### src/rtl/csc_pkg.sv
// csc_pkg: mode encodings, x256 coefficient and offset tables, saturation.
// Optional macro CSC_CLAMP_EN (used by csc_row) enables studio-range clamping.
package csc_pkg;

  typedef enum logic [1:0] {
    CSC_RGB2YUV601 = 2'd0,
    CSC_RGB2YUV709 = 2'd1,
    CSC_YUV2RGB601 = 2'd2,
    CSC_BYPASS     = 2'd3
  } csc_mode_e;

  localparam int CSC_DW_MAX = 12;

  // [mode][row][col], x256 fixed point
  localparam int CSC_COEF [4][3][3] = '{
    '{'{66, 129, 25}, '{-38, -74, 112}, '{112, -94, -18}},
    '{'{47, 157, 16}, '{-26, -87, 112}, '{112, -102, -10}},
    '{'{298, 0, 409}, '{298, -100, -208}, '{298, 516, 0}},
    '{'{256, 0, 0}, '{0, 256, 0}, '{0, 0, 256}}
  };

  // [mode][row], x256 units at DW=8; the inverse rows fold the
  // -16/-128/-128 input pre-offsets through the coefficients
  localparam int CSC_OFF [4][3] = '{
    '{4096, 32768, 32768},
    '{4096, 32768, 32768},
    '{-57120, 34656, -70816},
    '{0, 0, 0}
  };

  function automatic logic [CSC_DW_MAX-1:0] sat_u(
    input logic signed [31:0] v,
    input int                 dw
  );
    logic signed [31:0] hi;
    hi = (32'sd1 <<< dw) - 32'sd1;
    if (v < 0) return '0;
    if (v > hi) return hi[CSC_DW_MAX-1:0];
    return v[CSC_DW_MAX-1:0];
  endfunction

endpackage

### src/rtl/csc_row.sv
// csc_row: one output component: 3 multipliers, adder, round and saturate.
// CSC_CLAMP_EN adds studio-range clamping in the RGB->YCbCr modes.
module csc_row
  import csc_pkg::*;
#(
  parameter int DW  = 8,
  parameter int CW  = 11,
  parameter int ROW = 0
) (
  input  logic          clk_i,
  input  logic          rst_i,
  input  logic [1:0]    mode_i,
  input  logic [DW-1:0] c0_i,
  input  logic [DW-1:0] c1_i,
  input  logic [DW-1:0] c2_i,
  output logic [DW-1:0] y_o
);

  localparam int PW = DW + CW + 1;
  localparam int AW = DW + CW + 2;
  localparam int SC = 1 << (DW - 8);

  logic [DW-1:0]        c [3];
  logic signed [PW-1:0] p_d [3];
  logic signed [PW-1:0] p_q [3];
  logic signed [AW-1:0] off_d, off_q;
  logic signed [AW-1:0] acc_d, acc_q;
  logic [DW-1:0]        y_d, y_q;

  assign c[0] = c0_i;
  assign c[1] = c1_i;
  assign c[2] = c2_i;
  assign y_o  = y_q;

`ifdef CSC_CLAMP_EN
  localparam logic [DW-1:0] CLO = DW'(16 * SC);
  localparam logic [DW-1:0] CHI = DW'((ROW == 0 ? 235 : 240) * SC);

  logic [1:0] mode_s1_d, mode_s1_q;
  logic [1:0] mode_s2_d, mode_s2_q;

  // Mode follows the pixel so the clamp decision matches its data
  always_comb begin
    mode_s1_d = mode_i;
    mode_s2_d = mode_s1_q;
  end

  // Mode delay registers for the clamp stage
  always_ff @(posedge clk_i) begin
    if (rst_i) begin
      mode_s1_q <= '0;
      mode_s2_q <= '0;
    end else begin
      mode_s1_q <= mode_s1_d;
      mode_s2_q <= mode_s2_d;
    end
  end
`endif

  // Stage 1: products (inputs zero-extended) and row offset with rounding
  always_comb begin
    for (int k = 0; k < 3; k++) begin
      p_d[k] = PW'($signed({1'b0, c[k]}))
             * PW'($signed(CW'(CSC_COEF[mode_i][ROW][k])));
    end
    off_d = AW'(CSC_OFF[mode_i][ROW] * SC + 128);
  end

  // Stage 2: row sum
  always_comb begin
    acc_d = AW'(p_q[0]) + AW'(p_q[1]) + AW'(p_q[2]) + off_q;
  end

  // Stage 3: drop the x256 scale, saturate, optionally clamp
  always_comb begin
    y_d = DW'(sat_u(32'(acc_q >>> 8), DW));
`ifdef CSC_CLAMP_EN
    if (mode_s2_q == CSC_RGB2YUV601 || mode_s2_q == CSC_RGB2YUV709) begin
      if (y_d < CLO) y_d = CLO;
      else if (y_d > CHI) y_d = CHI;
    end
`endif
  end

  // Datapath registers for all three stages
  always_ff @(posedge clk_i) begin
    if (rst_i) begin
      for (int k = 0; k < 3; k++) p_q[k] <= '0;
      off_q <= '0;
      acc_q <= '0;
      y_q   <= '0;
    end else begin
      for (int k = 0; k < 3; k++) p_q[k] <= p_d[k];
      off_q <= off_d;
      acc_q <= acc_d;
      y_q   <= y_d;
    end
  end

endmodule

### src/rtl/csc_pipe.sv
// csc_pipe: colour-space converter top: mode commit, sync delay, pixel count.
// Build with CSC_CLAMP_EN defined for studio-range clamping of YCbCr output.
module csc_pipe
  import csc_pkg::*;
#(
  parameter int DW  = 8,
  parameter int CW  = 11,
  parameter int LAT = 3
) (
  input  logic          clk_i,
  input  logic          rst_i,
  input  logic [1:0]    mode_i,
  input  logic          vs_i,
  input  logic          hs_i,
  input  logic          de_i,
  input  logic [DW-1:0] c0_i,
  input  logic [DW-1:0] c1_i,
  input  logic [DW-1:0] c2_i,
  output logic          vs_o,
  output logic          hs_o,
  output logic          de_o,
  output logic [DW-1:0] c0_o,
  output logic [DW-1:0] c1_o,
  output logic [DW-1:0] c2_o,
  output logic [1:0]    mode_o,
  output logic [23:0]   pix_cnt_o
);

  logic             vs_prev_d, vs_prev_q;
  logic [1:0]       mode_act_d, mode_act_q;
  logic [1:0]       mode_eff;
  logic [LAT-1:0]   vs_dl_d, vs_dl_q;
  logic [LAT-1:0]   hs_dl_d, hs_dl_q;
  logic [LAT-1:0]   de_dl_d, de_dl_q;
  logic [1:0]       mode_dl_d [LAT];
  logic [1:0]       mode_dl_q [LAT];
  logic             vso_prev_d, vso_prev_q;
  logic [23:0]      cnt_d, cnt_q;
  logic [23:0]      pix_d, pix_q;
  logic [DW-1:0]    y0, y1, y2;

  // Commit mode on the vs rise; that frame-start pixel already uses it
  always_comb begin
    mode_eff   = (vs_i && !vs_prev_q) ? mode_i : mode_act_q;
    mode_act_d = mode_eff;
    vs_prev_d  = vs_i;
  end

  // Sync and mode delay lines matched to the datapath depth
  always_comb begin
    vs_dl_d      = {vs_dl_q[LAT-2:0], vs_i};
    hs_dl_d      = {hs_dl_q[LAT-2:0], hs_i};
    de_dl_d      = {de_dl_q[LAT-2:0], de_i};
    mode_dl_d[0] = mode_eff;
    for (int i = 1; i < LAT; i++) mode_dl_d[i] = mode_dl_q[i-1];
  end

  // Saturating de_o counter, published and restarted on the vs_o rise
  always_comb begin
    vso_prev_d = vs_o;
    cnt_d      = cnt_q;
    pix_d      = pix_q;
    if (vs_o && !vso_prev_q) begin
      pix_d = cnt_q;
      cnt_d = {23'd0, de_o};
    end else if (de_o && cnt_q != '1) begin
      cnt_d = cnt_q + 24'd1;
    end
  end

  // Control state registers
  always_ff @(posedge clk_i) begin
    if (rst_i) begin
      vs_prev_q  <= 1'b0;
      mode_act_q <= '0;
      vs_dl_q    <= '0;
      hs_dl_q    <= '0;
      de_dl_q    <= '0;
      for (int i = 0; i < LAT; i++) mode_dl_q[i] <= '0;
      vso_prev_q <= 1'b0;
      cnt_q      <= '0;
      pix_q      <= '0;
    end else begin
      vs_prev_q  <= vs_prev_d;
      mode_act_q <= mode_act_d;
      vs_dl_q    <= vs_dl_d;
      hs_dl_q    <= hs_dl_d;
      de_dl_q    <= de_dl_d;
      for (int i = 0; i < LAT; i++) mode_dl_q[i] <= mode_dl_d[i];
      vso_prev_q <= vso_prev_d;
      cnt_q      <= cnt_d;
      pix_q      <= pix_d;
    end
  end

  csc_row #(.DW(DW), .CW(CW), .ROW(0)) u_row0 (
    .clk_i (clk_i), .rst_i (rst_i), .mode_i (mode_eff),
    .c0_i (c0_i), .c1_i (c1_i), .c2_i (c2_i), .y_o (y0)
  );

  csc_row #(.DW(DW), .CW(CW), .ROW(1)) u_row1 (
    .clk_i (clk_i), .rst_i (rst_i), .mode_i (mode_eff),
    .c0_i (c0_i), .c1_i (c1_i), .c2_i (c2_i), .y_o (y1)
  );

  csc_row #(.DW(DW), .CW(CW), .ROW(2)) u_row2 (
    .clk_i (clk_i), .rst_i (rst_i), .mode_i (mode_eff),
    .c0_i (c0_i), .c1_i (c1_i), .c2_i (c2_i), .y_o (y2)
  );

  assign vs_o      = vs_dl_q[LAT-1];
  assign hs_o      = hs_dl_q[LAT-1];
  assign de_o      = de_dl_q[LAT-1];
  assign mode_o    = mode_dl_q[LAT-1];
  assign pix_cnt_o = pix_q;
  assign c0_o      = de_o ? y0 : '0;
  assign c1_o      = de_o ? y1 : '0;
  assign c2_o      = de_o ? y2 : '0;

endmodule
### config.mk
export PLATFORM = sky130hd
export DESIGN_NAME = csc_pipe
export DESIGN_NICKNAME = d
export VERILOG_FILES = /design/src/rtl/csc_pkg.sv /design/src/rtl/csc_row.sv /design/src/rtl/csc_pipe.sv
export SDC_FILE = /design/constraint.sdc
export NUM_CORES = 2
export LEC_CHECK = 0
export ABC_AREA = 1
export BUFFER_PORTS_ARGS = -buffer_cell sky130_fd_sc_hd__buf_2
export CAP_MARGIN = 20
export CORE_MARGIN = 8
export CORE_UTILIZATION = 54
export CTS_CLUSTER_DIAMETER = 120
export DETAILED_ROUTE_END_ITERATION = 10
export PLACE_DENSITY = 0.7
export SYNTH_ARGS = -nofsm -noshare
export SYNTH_HDL_FRONTEND = slang
export SYNTH_SLANG_ARGS = --single-unit
### constraint.sdc
create_clock -name clk_i -period 6.35 [get_ports clk_i]
set_clock_uncertainty 0.15 [all_clocks]
set_input_delay 0 -clock clk_i [delete_from_list [all_inputs] [get_ports clk_i]]
set_output_delay 0 -clock clk_i [all_outputs]
set_load 0.005 [all_outputs]
# == Yosys cells after proc, flatten, opt, wreduce, memory -nomap -nowiden ==
# Memory sizes are Yosys's and may differ from the RTL's.
# Index checks and enable logic that the tools add are counted.
# Widths: inputs -> output; s select.
# totals
wordCells,120
inputBits,31
memories,4
mem_bits_rw,186
output_inout_bits,53
regBits,211
# op_classes
n_lt_le_gt_ge,7
eq_ne,1
bitwise_logic,13
mux,48
n_reduce_logical,7
add_sub_neg,13
mul,9
# memory_table
name,depth,width,read_ports,rd_clocked_by_memory_dff,write_ports,line_no,text
u_row0.p_q,3,20,3,0,3,csc_row.sv:25,logic signed [PW-1:0] p_q [3];
u_row1.p_q,3,20,3,0,3,csc_row.sv:25,
u_row2.p_q,3,20,3,0,3,csc_row.sv:25,
mode_dl_q,3,2,3,0,3,csc_pipe.sv:36,logic [1:0] mode_dl_q [LAT];
# ops
operator,count
$bmux 288 s2,1
$mux 267,2
$bmux 96 s2,1
$mul 9x11->20,9
$mux 20,9
$mux 85,2
$mux 8,15
$add 20x20->21,3
$add 21x20->21,3
$add 21x21->21,3
$add 21x9->21 const B,3
$gt 13x9->1 const B,3
$lt 13x1->1 const B,3
$add 24x1->24 const B,1
$ne 24x24->1 const B,1
$mux 1,14
$or 1x1->1,12
$mux 2,4
$ge 3x3->1 const B,1
$logic_and 1x1->1,3
$not 2->3,1
$logic_not 1->1,2
$reduce_bool 2->1,1
$reduce_or 2->1,1

# == Logic depth before layout (Yosys ltp) ==
# logic_depth
depth_word,9
mapped_depth,32
mapped_depth_nobuf,30

# == By module ==
# From an unflattened synthesis, not the netlist that was laid out.
# hier_totals
cells_unflattened,4287
area_unflattened_um2,33562.2
# by_module_without_submodules
mod,n_inst,seq_area_each_um2,area_per_inst_um2,cells_each
csc_row at u_row1,1,1561.5,11197.0,1401
csc_row at u_row2,1,1581.5,10740.3,1321
csc_row at u_row0,1,1521.5,8634.5,1135
csc_pipe,1,1281.2,2990.4,430

# == Worst setup path after synthesis ==
# Ideal clock, no wire load.
# synth_timing
path_kind,reg-to-reg
startpoint,register vs_dl_q[0] (netlist name)
endpoint,memory u_row1.p_q[0][34] (netlist name)
t_arrival_ns,5.293
path_buffers,3
t_required_ns,6.087
period_less_slack_ns,5.556
setup_time_ns,0.113
stages_incl_launch_ff,25
path_slack_ns,0.794
path_cell_list,dfxtp_1 nor2_1 inv_1 o21ai_1 clkbuf_1 ha_1 clkbuf_1 buf_1 nor2_1 inv_1 fa_1 inv_1 fa_1 fa_1 inv_1 fa_1 inv_1 ha_1 nand2_1 o21ai_0 a21oi_1 o21ai_0 nand2_1 nand2_1 nor2_1
# synth_rtl
item,line_no
to (decl),csc_row.sv:25

==> flow_summary.json <==
{
  "outcome": "finished, final reports clean",
  "global_placer_s_final_weighted_congestion": 0.9715,
  "overflow": 0,
  "critical_path.startpoint_type": "flop",
  "clk_latency_ns": 0.55,
  "timing.rr.end": "u_row2.p_q[0][13]",
  "wl_per_cell_um": 15.98,
  "grt.total_usage_pct": 23.86,
  "worstMarginPinSlew_ns": 0.9570,
  "cts_max_path_buffers": 3,
  "final_layout_size_suffix_gt1_share_pct": 4.780,
  "setup_viol": 0,
  "layout_setup_ws_ns": 0.4150,
  "crit_path_end_kind": "flop",
  "r2r.worst_path.cells": 20,
  "vias": 25260,
  "residual_drc_count": 0,
  "synth_sequential_area_ratio_pct": 18.29,
  "tritoncts.num_buffers": 35,
  "drt_iter0_drc": 1607,
  "grt_first_pass_wirelength_um": 129100,
  "antenna_found_initial": 3,
  "count_of_port_buffers_added_during_placement": 83,
  "p_clk_share_pct": 12.1,
  "critical_path_arrival_ns": 6.18,
  "leakage_nw": 19.62,
  "rows": 89,
  "hpwlAfterDp_um": 66620,
  "syn_area_cell_um2": 7.930,
  "floorplan.initialDensity_pct": 54.37,
  "synth.ff_latch_count": 292,
  "post-route-period-util_pct": 93.46,
  "layout_min_cycle_time_ns": 5.935,
  "io_pins": 84,
  "layout.nets": 5027,
  "grt_setup_unrepaired": "no",
  "final_util_pct": 59.09,
  "first_global_vias": 25240,
  "worst-r2r-setup-slack_ns": 0.42,
  "synthesis.instances": 4031,
  "core_um2": 58800,
  "first_pass_iters": 6,
  "worstPathRequired_ns": 6.60,
  "worstSetupStartpoint": "vs_dl_q[0]",
  "vias_per_cell": 5.117,
  "dieWidth_um": 259.3,
  "finalSetupTns_ns": 0,
  "switching_share_pct": 52.42,
  "highest_achievable_clock_rate_ghz": 0.1685,
  "routed_wire_length_um": 78890,
  "cts.htree.levels": 2,
  "power_density_nw_per_um2": 500.3,
  "yosys_warnings": 0,
  "slew_headroom_pct": 35.96,
  "switchingPower_mw": 9.112,
  "syn-num-nets": 4920,
  "chipHeight_um": 259.3,
  "clk_pin_slew_ns": 0.06,
  "cap_violations": 0,
  "ctsRootBufferMaster": "sky130_fd_sc_hd__clkbuf_16",
  "rr_startpoint": "vs_dl_q[0]",
  "hold_slack_ns": 0.09556,
  "syn_area_um2": 31970,
  "layout.cells.most_common": "sky130_fd_sc_hd__inv_1",
  "cts_sinks": 292,
  "postCtsResizedCells": 0,
  "layout_common_cells": "1,022 x sky130_fd_sc_hd__inv_1, 579 x sky130_fd_sc_hd__nand2_1, 456 x sky130_fd_sc_hd__ha_1",
  "power.internal_mw": 8.270,
  "grt_max_degree": 57,
  "place_worst_setup_slack_ns": 0.5234,
  "area_growth_syn_to_fin_pct": 8.677,
  "ir_drop_mv": 0.4334,
  "maxSlewViolCount": 0,
  "power_frac_seq_pct": 15.5,
  "detail-route-antenna-nets": 0,
  "worstSetupPathType": "flop to flop",
  "post_synth_num_cell_types": 43,
  "comb_power_share_pct": 72.4,
  "final_hold_violation_count": 0,
  "cts_tree": "done",
  "die_area_um2": 67240,
  "critPathMaxFanout": 18,
  "timing.critical_path.to": "u_row2.p_q[0][13]",
  "hp-class": "input pin to flop"
}
-- state kept, by name, indices dropped and copies added (netlist names), 13 cells and up --
register / cells
pix_cnt_o: 24
u_row0.p_q: 51
u_row2.p_q: 55
u_row0.acc_q: 13
cnt_q: 24
u_row1.acc_q: 13
u_row2.acc_q: 13
u_row1.p_q: 54
-- worst min path at each step --
stage	cells past startpoint	endpoint	slack (ns)	start
final	6	u_row0.p_q[0][43]	0.1	c2_i[3]
after global routing	6	u_row0.p_q[0][43]	0.11	c2_i[3]
after CTS	6	u_row0.p_q[0][43]	0.07	c2_i[3]
after detailed placement	3	hs_dl_q[0]	0.06	hs_i
after global placement	3	hs_dl_q[0]	0.05	hs_i
after floorplan	2	de_dl_q[0]	-0.04	de_i
-- stage by stage --
step	cells	area (um^2)	total power, mW
4_1_cts	4936	34740	17.35
2_1_floorplan	4031	31970	12.09
5_1_grt	4937	34740	19.48
3_5_place_dp	4857	33340	15.08
6_report	4937	34740	17.38
3_3_place_gp	4856	33330	14.99
-- layer usage --
layer | share of wire, % | vias to the layer above | global-route usage [%] | wire [um]
met5 | 0.010 | - | 0 | 8
met2 | 48 | 660 | 41.17 | 37550
met1 | 44 | 11900 | 31.23 | 34800
met4 | 2.8 | 2 | 6.944 | 2176
li1 | - | 12570 | - | -
met3 | 5.5 | 130 | 2.945 | 4355
-- worst max-delay path, cell delays in order, from the launching register on --
cell                       delay, ns
sky130_fd_sc_hd__dfxtp_1        0.31
sky130_fd_sc_hd__nor2_1         0.10
sky130_fd_sc_hd__inv_1          0.12
sky130_fd_sc_hd__o21ai_2        0.56
sky130_fd_sc_hd__ha_1           0.58
sky130_fd_sc_hd__buf_4          0.39
sky130_fd_sc_hd__nand2_1        0.09
sky130_fd_sc_hd__inv_1          0.15
sky130_fd_sc_hd__fa_1           0.46
sky130_fd_sc_hd__ha_1           0.30
sky130_fd_sc_hd__inv_1          0.06
sky130_fd_sc_hd__fa_1           0.50
sky130_fd_sc_hd__fa_1           0.55
sky130_fd_sc_hd__inv_1          0.05
sky130_fd_sc_hd__ha_1           0.40
sky130_fd_sc_hd__a21oi_1        0.20
sky130_fd_sc_hd__nand2_1        0.12
sky130_fd_sc_hd__a21boi_0       0.33
sky130_fd_sc_hd__o21bai_1       0.13
sky130_fd_sc_hd__o21ai_0        0.15
sky130_fd_sc_hd__a21oi_1        0.09
-- power by group through the flow --
stage | Sequential, mW | Combinational [mW] | Clock [mW]
2_1_floorplan | 2.57 | 9.52 | 0
3_3_place_gp | 2.73 | 12.3 | 0
3_5_place_dp | 2.73 | 12.3 | 0
4_1_cts | 2.70 | 12.5 | 2.14
5_1_grt | 2.73 | 14.5 | 2.22
6_report | 2.69 | 12.6 | 2.10
-- layout make-up --
type	count	area (um^2)
Tap cell	773	967.2
Antenna cell	1	2.502
Clock inverter	18	234.0
Fill cell	5415	24060
Timing Repair Buffer	131	824.5
Sequential cell	292	5847
Multi-Input combinational cell	2653	22020
Inverter	1025	3850
Clock buffer	44	991.0
-- cells in the mapped netlist, drive strengths merged --
library cell | number | area share (%)
nand3b | 7 | 0.16
o21ai | 191 | 3.0
nand2 | 580 | 6.8
a21oi | 284 | 4.5
a21boi | 9 | 0.21
nand4 | 19 | 0.37
a31o | 4 | 0.11
a31oi | 10 | 0.20
nor2 | 404 | 4.8
or4 | 3 | 0.070
buf | 14 | 0.26
fa | 402 | 25
nor3b | 1 | 0.023
ha | 456 | 18
xor2 | 26 | 0.71
o21a | 16 | 0.38
inv | 1023 | 12
nor4 | 3 | 0.059
nand3 | 127 | 2.0
or2 | 6 | 0.12
clkbuf | 47 | 0.55
a211oi | 2 | 0.047
nor3 | 29 | 0.50
o31ai | 2 | 0.047
and2 | 4 | 0.078
dfxtp | 292 | 18
a21o | 17 | 0.40
xnor2 | 19 | 0.52
a22o | 1 | 0.027
o21bai | 30 | 0.70
clkinv | 2 | 0.023
o211ai | 1 | 0.023
-- cell families (layout without fill, tap and decap cells) --
group                      count (synthesis)  count (layout)  synth area share [%]
AOI/OAI and AO/OA                        567             567                 9.625
xor gates and xnor gates                  45              45                 1.233
adders and majority gates                858             858                 43.02
buffers and inverters                   1086            1218                 12.85
DFF                                      292             292                 18.29
other                                      0               1                     0
and+or+nand+nor                         1183            1183                 14.99
-- timing repair --
item | 4_1_cts | 5_1_grt
buffers inserted | 0 | 0
setup endpoints to repair | 0 | 0
hold buffers | 17 | 0
hold endpoints to repair | 48 | 0
Power figures use the tool's default switching activity.
